## src/rtl/ex_branch_resolve_stage.sv

```systemverilog
`default_nettype none
// ============================================================================
// Module   : ex_branch_resolve_stage
// Brief    : EX->MEM slice that resolves branches/JAL from the ALU condition
//            bit, issues a redirect plus timed front-end flush, and forwards the
//            result through a 2-entry skid-buffered valid/ready register slice.
//            Optional macro BR_STATS_EN adds branch/taken statistics counters.
// Revision : 1.0 - initial release
// ============================================================================
module ex_branch_resolve_stage #(
    parameter int XLEN         = 64,
    parameter int FLUSH_CYCLES = 2
) (
    input  logic            clk,
    input  logic            reset,
    input  logic            in_valid,
    output logic            in_ready,
    input  logic [XLEN-1:0] in_pc,
    input  logic [XLEN-1:0] in_imm,
    input  logic [XLEN-1:0] in_alu_result,
    input  logic            in_is_branch,
    input  logic            in_is_jal,
    input  logic [4:0]      in_rd_addr,
    input  logic            in_wr_en,
    input  logic            in_mem_rd,
    input  logic            in_mem_wr,
    input  logic [XLEN-1:0] in_store_data,
    output logic            out_valid,
    input  logic            out_ready,
    output logic [XLEN-1:0] out_result,
    output logic [4:0]      out_rd_addr,
    output logic            out_wr_en,
    output logic            out_mem_rd,
    output logic            out_mem_wr,
    output logic [XLEN-1:0] out_store_data,
    output logic            redirect_o,
    output logic [XLEN-1:0] redirect_pc,
    output logic            flush_o
`ifdef BR_STATS_EN
    ,
    output logic [31:0]     br_count,
    output logic [31:0]     br_taken_count
`endif
);

    localparam logic [XLEN-1:0] c_PC_STEP  = XLEN'(4);
    localparam int              c_CNT_W    = 4;
    localparam logic [c_CNT_W-1:0] c_CNT_INIT = c_CNT_W'(FLUSH_CYCLES - 1);

    typedef enum logic [0:0] {
        S_RUN   = 1'b0,
        S_FLUSH = 1'b1
    } state_t;

    typedef struct packed {
        logic [XLEN-1:0] result;
        logic [4:0]      rd_addr;
        logic            wr_en;
        logic            mem_rd;
        logic            mem_wr;
        logic [XLEN-1:0] store_data;
    } entry_t;

    // ------------------------------------------------------------------------
    // State
    // ------------------------------------------------------------------------
    entry_t             r_main_q,        w_main_d;
    logic               r_main_valid_q,  w_main_valid_d;
    entry_t             r_skid_q,        w_skid_d;
    logic               r_skid_valid_q,  w_skid_valid_d;
    state_t             r_state_q,       w_state_d;
    logic [c_CNT_W-1:0] r_cnt_q,         w_cnt_d;
    logic               r_redirect_q,    w_redirect_d;
    logic [XLEN-1:0]    r_redirect_pc_q, w_redirect_pc_d;
    logic               r_flush_q,       w_flush_d;

    // ------------------------------------------------------------------------
    // Input decode
    // ------------------------------------------------------------------------
    logic   w_accept;
    logic   w_store;
    logic   w_cond_branch;
    logic   w_taken;
    entry_t w_new;

    assign in_ready      = ~r_skid_valid_q;
    assign w_accept      = in_valid & in_ready;
    // Accepts while flushing are wrong-path: consumed but never stored.
    assign w_store       = w_accept & (r_state_q == S_RUN);
    assign w_cond_branch = in_is_branch & ~in_is_jal;
    assign w_taken       = in_is_jal | (in_is_branch & in_alu_result[0]);

    always_comb begin
        w_new            = '0;
        w_new.result     = in_is_jal ? (in_pc + c_PC_STEP) : in_alu_result;
        w_new.rd_addr    = in_rd_addr;
        w_new.wr_en      = in_wr_en  & ~w_cond_branch;
        w_new.mem_rd     = in_mem_rd & ~w_cond_branch;
        w_new.mem_wr     = in_mem_wr & ~w_cond_branch;
        w_new.store_data = in_store_data;
    end

    // ------------------------------------------------------------------------
    // Skid-buffered register slice
    // ------------------------------------------------------------------------
    always_comb begin
        w_main_d       = r_main_q;
        w_main_valid_d = r_main_valid_q;
        w_skid_d       = r_skid_q;
        w_skid_valid_d = r_skid_valid_q;

        if (!r_main_valid_q || out_ready) begin
            // Main entry is free (or leaving): skid has priority to keep order.
            if (r_skid_valid_q) begin
                w_main_d       = r_skid_q;
                w_main_valid_d = 1'b1;
                w_skid_valid_d = 1'b0;
            end else if (w_store) begin
                w_main_d       = w_new;
                w_main_valid_d = 1'b1;
            end else begin
                w_main_valid_d = 1'b0;
            end
        end else if (w_store) begin
            w_skid_d       = w_new;
            w_skid_valid_d = 1'b1;
        end
    end

    // ------------------------------------------------------------------------
    // Redirect / flush control
    // ------------------------------------------------------------------------
    always_comb begin
        w_state_d       = r_state_q;
        w_cnt_d         = r_cnt_q;
        w_redirect_d    = 1'b0;
        w_redirect_pc_d = r_redirect_pc_q;
        w_flush_d       = r_flush_q;

        case (r_state_q)
            S_RUN: begin
                if (w_store && w_taken) begin
                    w_redirect_d    = 1'b1;
                    w_redirect_pc_d = in_pc + in_imm;
                    w_state_d       = S_FLUSH;
                    w_cnt_d         = c_CNT_INIT;
                    w_flush_d       = 1'b1;
                end
            end
            S_FLUSH: begin
                if (r_cnt_q == '0) begin
                    w_state_d = S_RUN;
                    w_flush_d = 1'b0;
                end else begin
                    w_cnt_d = r_cnt_q - 1'b1;
                end
            end
            default: begin
                w_state_d = S_RUN;
                w_flush_d = 1'b0;
            end
        endcase
    end

    always_ff @(posedge clk) begin
        if (reset) begin
            r_main_q        <= '0;
            r_main_valid_q  <= 1'b0;
            r_skid_q        <= '0;
            r_skid_valid_q  <= 1'b0;
            r_state_q       <= S_RUN;
            r_cnt_q         <= '0;
            r_redirect_q    <= 1'b0;
            r_redirect_pc_q <= '0;
            r_flush_q       <= 1'b0;
        end else begin
            r_main_q        <= w_main_d;
            r_main_valid_q  <= w_main_valid_d;
            r_skid_q        <= w_skid_d;
            r_skid_valid_q  <= w_skid_valid_d;
            r_state_q       <= w_state_d;
            r_cnt_q         <= w_cnt_d;
            r_redirect_q    <= w_redirect_d;
            r_redirect_pc_q <= w_redirect_pc_d;
            r_flush_q       <= w_flush_d;
        end
    end

    assign out_valid      = r_main_valid_q;
    assign out_result     = r_main_q.result;
    assign out_rd_addr    = r_main_q.rd_addr;
    assign out_wr_en      = r_main_q.wr_en;
    assign out_mem_rd     = r_main_q.mem_rd;
    assign out_mem_wr     = r_main_q.mem_wr;
    assign out_store_data = r_main_q.store_data;
    assign redirect_o     = r_redirect_q;
    assign redirect_pc    = r_redirect_pc_q;
    assign flush_o        = r_flush_q;

    // ------------------------------------------------------------------------
    // Optional branch statistics
    // ------------------------------------------------------------------------
`ifdef BR_STATS_EN
    logic [31:0] r_br_count_q,       w_br_count_d;
    logic [31:0] r_br_taken_count_q, w_br_taken_count_d;

    always_comb begin
        w_br_count_d       = r_br_count_q;
        w_br_taken_count_d = r_br_taken_count_q;
        if (w_store && (in_is_branch || in_is_jal)) begin
            w_br_count_d = r_br_count_q + 32'd1;
            if (w_taken) begin
                w_br_taken_count_d = r_br_taken_count_q + 32'd1;
            end
        end
    end

    always_ff @(posedge clk) begin
        if (reset) begin
            r_br_count_q       <= '0;
            r_br_taken_count_q <= '0;
        end else begin
            r_br_count_q       <= w_br_count_d;
            r_br_taken_count_q <= w_br_taken_count_d;
        end
    end

    assign br_count       = r_br_count_q;
    assign br_taken_count = r_br_taken_count_q;
`endif

endmodule
`default_nettype wire
```

## config.mk

```make
export PLATFORM = sky130hd
export DESIGN_NAME = ex_branch_resolve_stage
export DESIGN_NICKNAME = d
export VERILOG_FILES = /design/src/rtl/ex_branch_resolve_stage.sv
export SDC_FILE = /design/constraint.sdc
export NUM_CORES = 1
export LEC_CHECK = 0
export CORE_ASPECT_RATIO = 0.5
export CORE_MARGIN = 2
export CORE_UTILIZATION = 45
export DETAILED_ROUTE_END_ITERATION = 8
export PLACE_DENSITY = 0.74
export SLEW_MARGIN = 20
export SYNTH_ARGS = -nofsm -noshare
export SYNTH_HDL_FRONTEND = slang
export SYNTH_SLANG_ARGS = --single-unit
```

## constraint.sdc

```tcl
create_clock -name clk -period 5.81 [get_ports clk]
set_input_delay 0.581 -clock clk [delete_from_list [all_inputs] [get_ports clk]]
set_output_delay 0.581 -clock clk [all_outputs]
set_load 0.03 [all_outputs]
```

; Word-level counts from Yosys, hierarchy flattened
; Index checks and enable logic that the tools add are counted.
[classes]
add_sub_neg = 3
order_cmp = 0
n_eq_ne = 3
muxes = 14
div = 0
bitwise_logic = 13
multipliers = 0
n_reduce_logical = 12
shifts = 0
[ops]
columns = op, n
row1 = 136-bit two-way mux, 2
row2 = "64-bit by 3-bit adder with 64-bit output, second input constant", 1
row3 = 64-bit adder, 1
row4 = 64-bit two-way mux, 1
row5 = 2-bit AND reduction, 5
row6 = 4-bit two-way mux, 2
row7 = 4-bit case mux with 2 select lines, 1
row8 = 1-bit bitwise AND, 7
row9 = 1-bit two-way mux, 6
row10 = 1-bit inverter, 5
row11 = 4-bit logical NOT, 1
row12 = "2-bit by 1-bit != test with 1-bit output, second input constant", 2
row13 = 1-bit case mux with 2 select lines, 2
row14 = 2-bit OR reduction, 2
row15 = "4-bit by 1-bit subtractor with 4-bit output, second input constant", 1
row16 = "2-bit != test, second input constant", 1
row17 = 2-bit nonzero test, 1
row18 = 1-bit logical AND, 1
row19 = 1-bit logical NOT, 1
row20 = 1-bit logical OR, 1
row21 = 1-bit OR, 1
[totals]
mem_count = 0
regBits = 345
latchBits = 0
mem_bits_ro = 0
output_inout_bits = 204
ram_bits = 0

; Longest topological paths before layout
; Gate-level depths: netlist of the first run.
[depth]
ltp_word = 6
depth_mapped = 11
ltp_nobuf = 11

; Worst setup path after synthesis of the first run
; No wires, ideal clock.
[synth_path]
path_type = input to register
startpoint = in in_pc[0]
endpoint = reg r_redirect_pc_q[58] (netlist: redirect_pc[58])
path_buffers = 0
path_stages = 11
arrival_time_ps = 3118
setup_time_ps = 120
t_required_ps = 5690
slack_ps = 2572
path_cell_list = ha_1 > fa_1 > a211oi_1 > o211ai_1 > a41oi_1 > a211oi_1 > nor3_1 > o31ai_2 > a21boi_0 > nor4_1 > a211o_1
[synth_via]
elab_chain_cells = 1
[synth_rtl]
columns = element, line
row1 = from (decl), 18  ; input logic [XLEN-1:0] in_pc,
row2 = 64-bit adder, 144  ; w_redirect_pc_d = in_pc + in_imm;
row3 = to (signal assigned), 184  ; r_redirect_pc_q <= w_redirect_pc_d;
row4 = to (decl), 74  ; logic [XLEN-1:0] r_redirect_pc_q, w_redirect_pc_d;
; No other way between the ends.
; A chain may end at the register's enable or synchronous reset.

; Worst setup path in the final report of the first run
; Ends and elaborated chain as after synthesis.

==> results of run 1 <==
flip-flops by register name, indices dropped and copies added, names as in the netlist, 4 cells and up:
| register | flops |
|---|---|
| out_rd_addr | 5 |
| out_result | 64 |
| out_store_data | 64 |
| r_cnt_q | 4 |
| r_skid_q | 136 |
| redirect_pc | 64 |
power breakdown:
part           total (mW)  internal (mW)  switching, mW
clock                2.36           1.32           1.04
combinational        1.85          0.749           1.10
sequential           2.63           2.54         0.0981
total                6.85           4.61           2.24
cell type report:
class,count,area share [%]
inverters,33,0.5009
well taps,540,2.732
clock inverters,19,0.8956
multi-input cells,1845,44.34
clock buffers,42,3.850
repair buffers,489,19.64
flip-flops and latches,345,27.94
diodes,9,0.09107
logic make-up (layout without fill, tap and decap cells):
family / after synthesis / after routing / share of synthesized area, %
flops: 345 / 345 / 37.05
buf+inv: 207 / 583 / 4.269
other cells: 0 / 9 / 0
simple gates: 875 / 875 / 19.94
fa+ha+maj: 67 / 67 / 4.537
compound gates: 673 / 673 / 22.59
xor+xnor: 110 / 110 / 5.168
mux: 120 / 120 / 6.450
metal layers:
layer | part of all wire (%) | vias up | global-route usage, %
met5 | 0 | - | 0
met4 | 4.4 | 0 | 13.99
met3 | 5.8 | 160 | 4.902
met2 | 45 | 623 | 46.38
met1 | 45 | 8736 | 39.97
li1 | - | 9203 | -
worst max-delay path, cell delays in order:
cell	delay, ns
clkdlybuf4s50_1	0.42
ha_1	0.28
fa_1	0.45
a211oi_1	0.37
o211ai_1	0.27
a41oi_1	0.38
a211oi_1	0.16
nor3_1	0.44
o31ai_2	0.21
a21boi_0	0.41
nor4_1	0.08
a211o_1	0.27
Yosys cell counts (18+ instances only):
| cell | instances | area, sq um |
|---|---|---|
| a211oi_1 | 177 | 1329 |
| a21o_1 | 21 | 157.7 |
| a21oi_1 | 321 | 1607 |
| and3_1 | 26 | 162.7 |
| clkbuf_1 | 156 | 585.6 |
| dfxtp_1 | 345 | 6907 |
| ha_1 | 66 | 825.8 |
| inv_1 | 31 | 116.4 |
| mux2i_1 | 119 | 1191 |
| nand2_1 | 400 | 1501 |
| nand3_1 | 44 | 220.2 |
| nand4_1 | 39 | 244.0 |
| nor2_1 | 281 | 1055 |
| nor3_1 | 23 | 115.1 |
| o21ai_0 | 55 | 275.3 |
| o21bai_1 | 18 | 135.1 |
| xnor2_1 | 57 | 499.2 |
| xor2_1 | 53 | 464.2 |
metrics by stage:
step / hold slack [ns] / cells / power [mW] / worst slack [ns] / instance area [sq um]
2_1_floorplan: 0.4357 / 2397 / 3.733 / 2.572 / 18640
3_3_place_gp: 0.4406 / 3252 / 4.503 / 1.581 / 23530
3_5_place_dp: 0.4437 / 3252 / 4.510 / 1.435 / 23530
4_1_cts: 0.4493 / 3313 / 6.878 / 1.985 / 24710
5_1_grt: 0.4658 / 3321 / 7.135 / 1.588 / 24730
6_report: 0.4520 / 3322 / 6.848 / 1.897 / 24730
final timing paths:
check | from | end | slack, ns | cells after the start
max | in_pc[0] | redirect_pc[58] | 1.90 | 12
max reg2reg | r_skid_valid_q | r_skid_q[37] | 2.87 | 4
min | r_skid_q[5] | r_skid_q[5] | 0.45 | 2
min reg2reg | r_skid_q[5] | r_skid_q[5] | 0.45 | 2
==> out/qor.yml, run 1 <==
clk_root_buffer_cell: "clkbuf_16"
grt_overflow: 0
arrival_ns: 4.35
mostFrequentLayoutCells: "471 x clkdlybuf4s50_1, 400 x nand2_1, 344 x dfxtp_1, 321 x a21oi_1, 281 x nor2_1"
final_hold_viol_count: 0
tightestPinTransition_ns: 1.072
core_sq_um: 40660
fin_util_pct: 60.81
holdBufCountCts: 0
grt_max_degree: 107
min_path_type: "flop to flop"
io_pins: 474
cts_buffer_depth: 3
cts.sinks: 345
route.detailed.drc: 0
vdd_drop_max_uv: 194.0
mappedNetlistNets: 2734
drv_cap: 0
clk_pin_slew_ns: 0.07
routedWlPerCell_microns: 20.34
multi_input_area_sq_um: 10970
layout_commonest_cell: "clkdlybuf4s50_1"
ys_seq_area_share_pct: 37.05
synth-seq-cells: 345
dr.pass1.iters: 5
syn_avg_cell_area_sq_um: 7.777
cts_inserted_buffers: 35
rsz0062_at_grt: "false"
area_delta_synth_final_pct: 32.65
finalNetCount: 3086
regArea_sq_um: 6910
syn_area_sq_um: 18640
grt_antenna_before_repair: 8
insertion_delay_ns: 0.54
critPathMaxFanout: 4
die_x_microns: 291.8
final.setup.tns_ns: 0
max_freq_mhz: 255.5
cts_resized: 0
initial_core_util_pct: 45.84
p_leak_nw: 9.127
drv_slew: 0
ys_warn_count: 0
powerDensity_nw_per_um2: 276.9
outcome: "complete, no violations"
drt.antenna.violating_nets: 0
hpwlAfterDp_microns: 50190
ys_async_sr_fraction_pct: 0
slew-limit-headroom_pct: 28.55
yosysUniqueCellTypes: 70
gp_congestion: 0.9932
dieHeight_microns: 147.9
synth_edf_count: 0
synth_cells: 2397
portBuffers: 473
grt_pass1_vias: 17024
cts_tree: "done"
final.min_clock_period_ns: 3.913
vias: 18722
grt_pass1_wl_microns: 99790
rows: 52
h-tree-depth: 2
synth_flop_cell: "dfxtp_1"
fill_cells: 3697
cts_setup_buffers: 0
drt-total-wl_microns: 67560
finalSetupViolations: 0
finClkSkew_ns: 0.01833
cp-start-kind: "primary input"
drive_gt1_share_pct: 3.642
dieArea_sq_um: 43170
finalCritPeriodShare_pct: 67.35
drt-initial-drc-count: 1557
critPathRequiredTime_ns: 6.24
end_kind: "flop"
detail_route.vias_per_cell: 5.636
criticalPathCategory: "primary input to flop"
grt_util_all_layers_pct: 29.60
(Power assumes the default switching activity.)
==> inputs of run 2 (changes only) <==
==> constraint.sdc (replaced) <==
create_clock -name clk -period 3.81 [get_ports clk]
set_input_delay 0.381 -clock clk [delete_from_list [all_inputs] [get_ports clk]]
set_output_delay 0.381 -clock clk [all_outputs]
set_load 0.03 [all_outputs]
==> run 2 against run 1 <==
  * Sequential power is 53% higher
  * Cell area is 2.8% higher
  * Clock-buffer cell count is 7 higher
  * Combinational power is 59% higher
  * Cell count is 2.3% higher
  * Utilization is 1.7 points higher
  * Sequential cell count stayed put
  * Largest cell class unchanged
==> out/qor.yml, run 2 (synthesized netlist as in run 1, its figures left out) <==
rr_endpoint: "redirect_pc[34]"
core_sq_um: 40660  # unchanged
hp-start: "reset"
mostFrequentLayoutCells: "471 x clkdlybuf4s50_1, 400 x nand2_1, 344 x dfxtp_1, 321 x a21oi_1, 281 x nor2_1"
grt_pass1_vias: 17586  # +3.3%
route.detailed.drc: 0  # unchanged
dieHeight_microns: 147.9  # unchanged
cts_buffer_depth: 3  # unchanged
cts_setup_buffers: 0  # unchanged
drt-initial-drc-count: 1515  # -2.7%
criticalPathCategory: "primary input to flop"
cts_resized: 0  # unchanged
cts.sinks: 345  # unchanged
finalSetupViolations: 0  # unchanged
drv_cap: 0  # unchanged
regMostFlops: "r_skid_q"
grt.met1_usage_pct: 41.20  # +1.2 points
cts_tree: "done"
p_leak_nw: 9.546  # +4.6%
largest_reg_flops: 136  # unchanged
critPathMaxFanout: 3  # -1
layout_commonest_cell: "clkdlybuf4s50_1"
max_freq_mhz: 293.0
powerDensity_nw_per_um2: 416.5  # +50%
rsz0062_at_grt: "false"
vdd_drop_max_uv: 284.9  # +47%
clk_root_buffer_cell: "clkbuf_16"
dieArea_sq_um: 43170  # unchanged
vias: 19121  # +2.1%
routedWlPerCell_microns: 19.98  # -1.8%
end_kind: "flop"
final_cells: 3400  # +2.3%
grt_overflow: 0  # unchanged
tightestPinTransition_ns: 1.079  # +0.006948 ns
hpwlAfterDp_microns: 51110  # +1.8%
grtUsageMet3_pct: 3.834  # -1.1 points
dp.cells: 3330  # +2.4%
insertion_delay_ns: 0.54  # about the same
min_to: "r_skid_q[116]"
reg2reg_from: "r_state_q"
final.min_clock_period_ns: 3.413
startpoint: "in_pc[0]"
gp_congestion: 1.005  # +1.2%
finClkSkew_ns: 0.01218  # -0.006154 ns
grt_util_all_layers_pct: 30.17  # +0.56 points
holdPathStages: 2  # unchanged
grt_antenna_before_repair: 10  # +2
worst_r2r_path_depth: 8  # +4
cpMaxStageDelayCell: "clkdlybuf4s50_1"
min_path_type: "primary input to flop"
finalNetCount: 3163  # +2.5%
finalCritPeriodShare_pct: 89.59
critPathRequiredTime_ns: 4.23  # -2.01 ns
final_hold_viol_count: 0  # unchanged
busiest_layer: "met2"
worst_path_most_repeated_cell: "a211oi_1"
fin_util_pct: 62.49  # +1.7 points
initial_core_util_pct: 45.84  # unchanged
dr.pass1.iters: 5  # unchanged
clk_pin_slew_ns: 0.06  # about the same
ff2ff_setup_slack_ns: 0.97  # -1.90 ns
area_delta_synth_final_pct: 36.30
rows: 52  # unchanged
grt_max_degree: 238  # +120%
drive_gt1_share_pct: 6.103  # +2.5 points
h-tree-depth: 2  # unchanged
cp-start-kind: "primary input"
die_x_microns: 291.8  # unchanged
totalPowerFinal_mw: 10.58  # +55%
whs_ns: 0.2057  # -0.2463 ns
drt.antenna.violating_nets: 0  # unchanged
drt-total-wl_microns: 67920  # +0.53%
detail_route.vias_per_cell: 5.624  # -0.21%
drv_slew: 0  # unchanged
grt_pass1_wl_microns: 103100  # +3.3%
met2_usage_pct: 49.26  # +2.9 points
slew-limit-headroom_pct: 28.09  # -0.46 points
max_stage_delay_ns: 0.43  # -0.02 ns
crit_path_cell_trace: "clkdlybuf4s50_1, ha_1, fa_1, a211oi_1, o211ai_1, a41oi_1, a211oi_1, nor3_1, o31ai_2, a21boi_0, buf_4, nor4_1, a211o_1"
holdBufCountCts: 0  # unchanged
cts_inserted_buffers: 34  # -2.9%
arrival_ns: 3.84  # -0.51 ns
io_pins: 474  # unchanged
outcome: "complete, no violations"
portBuffers: 473  # unchanged
## run 2: cell types whose count changed in the layout (fill, tap and decap cells not counted), sizes merged
cell,change
buf,+78
clkbuf,+7
clkinvlp,-3
inv,-3
clkinv,-2
bufinv,+1
## run 2: worst max-delay path by stage
stage,to,slack [ns],depth (start not counted)
6_report,redirect_pc[58],0.40,13
5_1_grt,redirect_pc[53],0.20,11
4_1_cts,redirect_pc[58],0.44,13
3_5_place_dp,redirect_pc[58],-0.08,13
3_3_place_gp,redirect_pc[58],-0.08,13
2_1_floorplan,redirect_pc[58],0.77,11
## run 2: per-layer routing
layer  part of all wire, %  vias to the layer above
li1                      -                     9349
met1                    45                     9050
met2                    47                      600
met3                   5.0                      120
met4                   3.2                        2
met5                 0.019                        -
## run 2: metrics by stage
step                setup slack (ns)  setup TNS, ns  area, sq um
finish                        0.3965              0        25410
detailed placement          -0.08274       -0.09096        24210
CTS                           0.4421              0        25390
global route                  0.1987              0        25410
global placement            -0.08060       -0.08060        24210
floorplan                     0.7724              0        18640
## run 2: where the power goes
group	total [mW]	internal (mW)	switching (mW)	leakage, nW
Clock	3.63	2.11	1.52	0.584
Combinational	2.94	1.23	1.71	6.13
Sequential	4.02	3.87	0.149	2.83
## run 2: area by class of cell
class,count,area [sq um]
Antenna cell,9,22.52
Multi-Input combinational cell,1845,10970
Tap cell,540,675.6
Timing Repair Buffer,567,5530
Clock inverter,12,182.7
Inverter,33,123.9
Clock buffer,49,998.5
Fill cell,3611,15250
Sequential cell,345,6910
## run 2: critical path, delay by kind of cell
family,cells,cell delay [ns]
compound gates,7,1.81
fa+ha+maj,2,0.71
buf+inv,2,0.58
simple gates,2,0.35
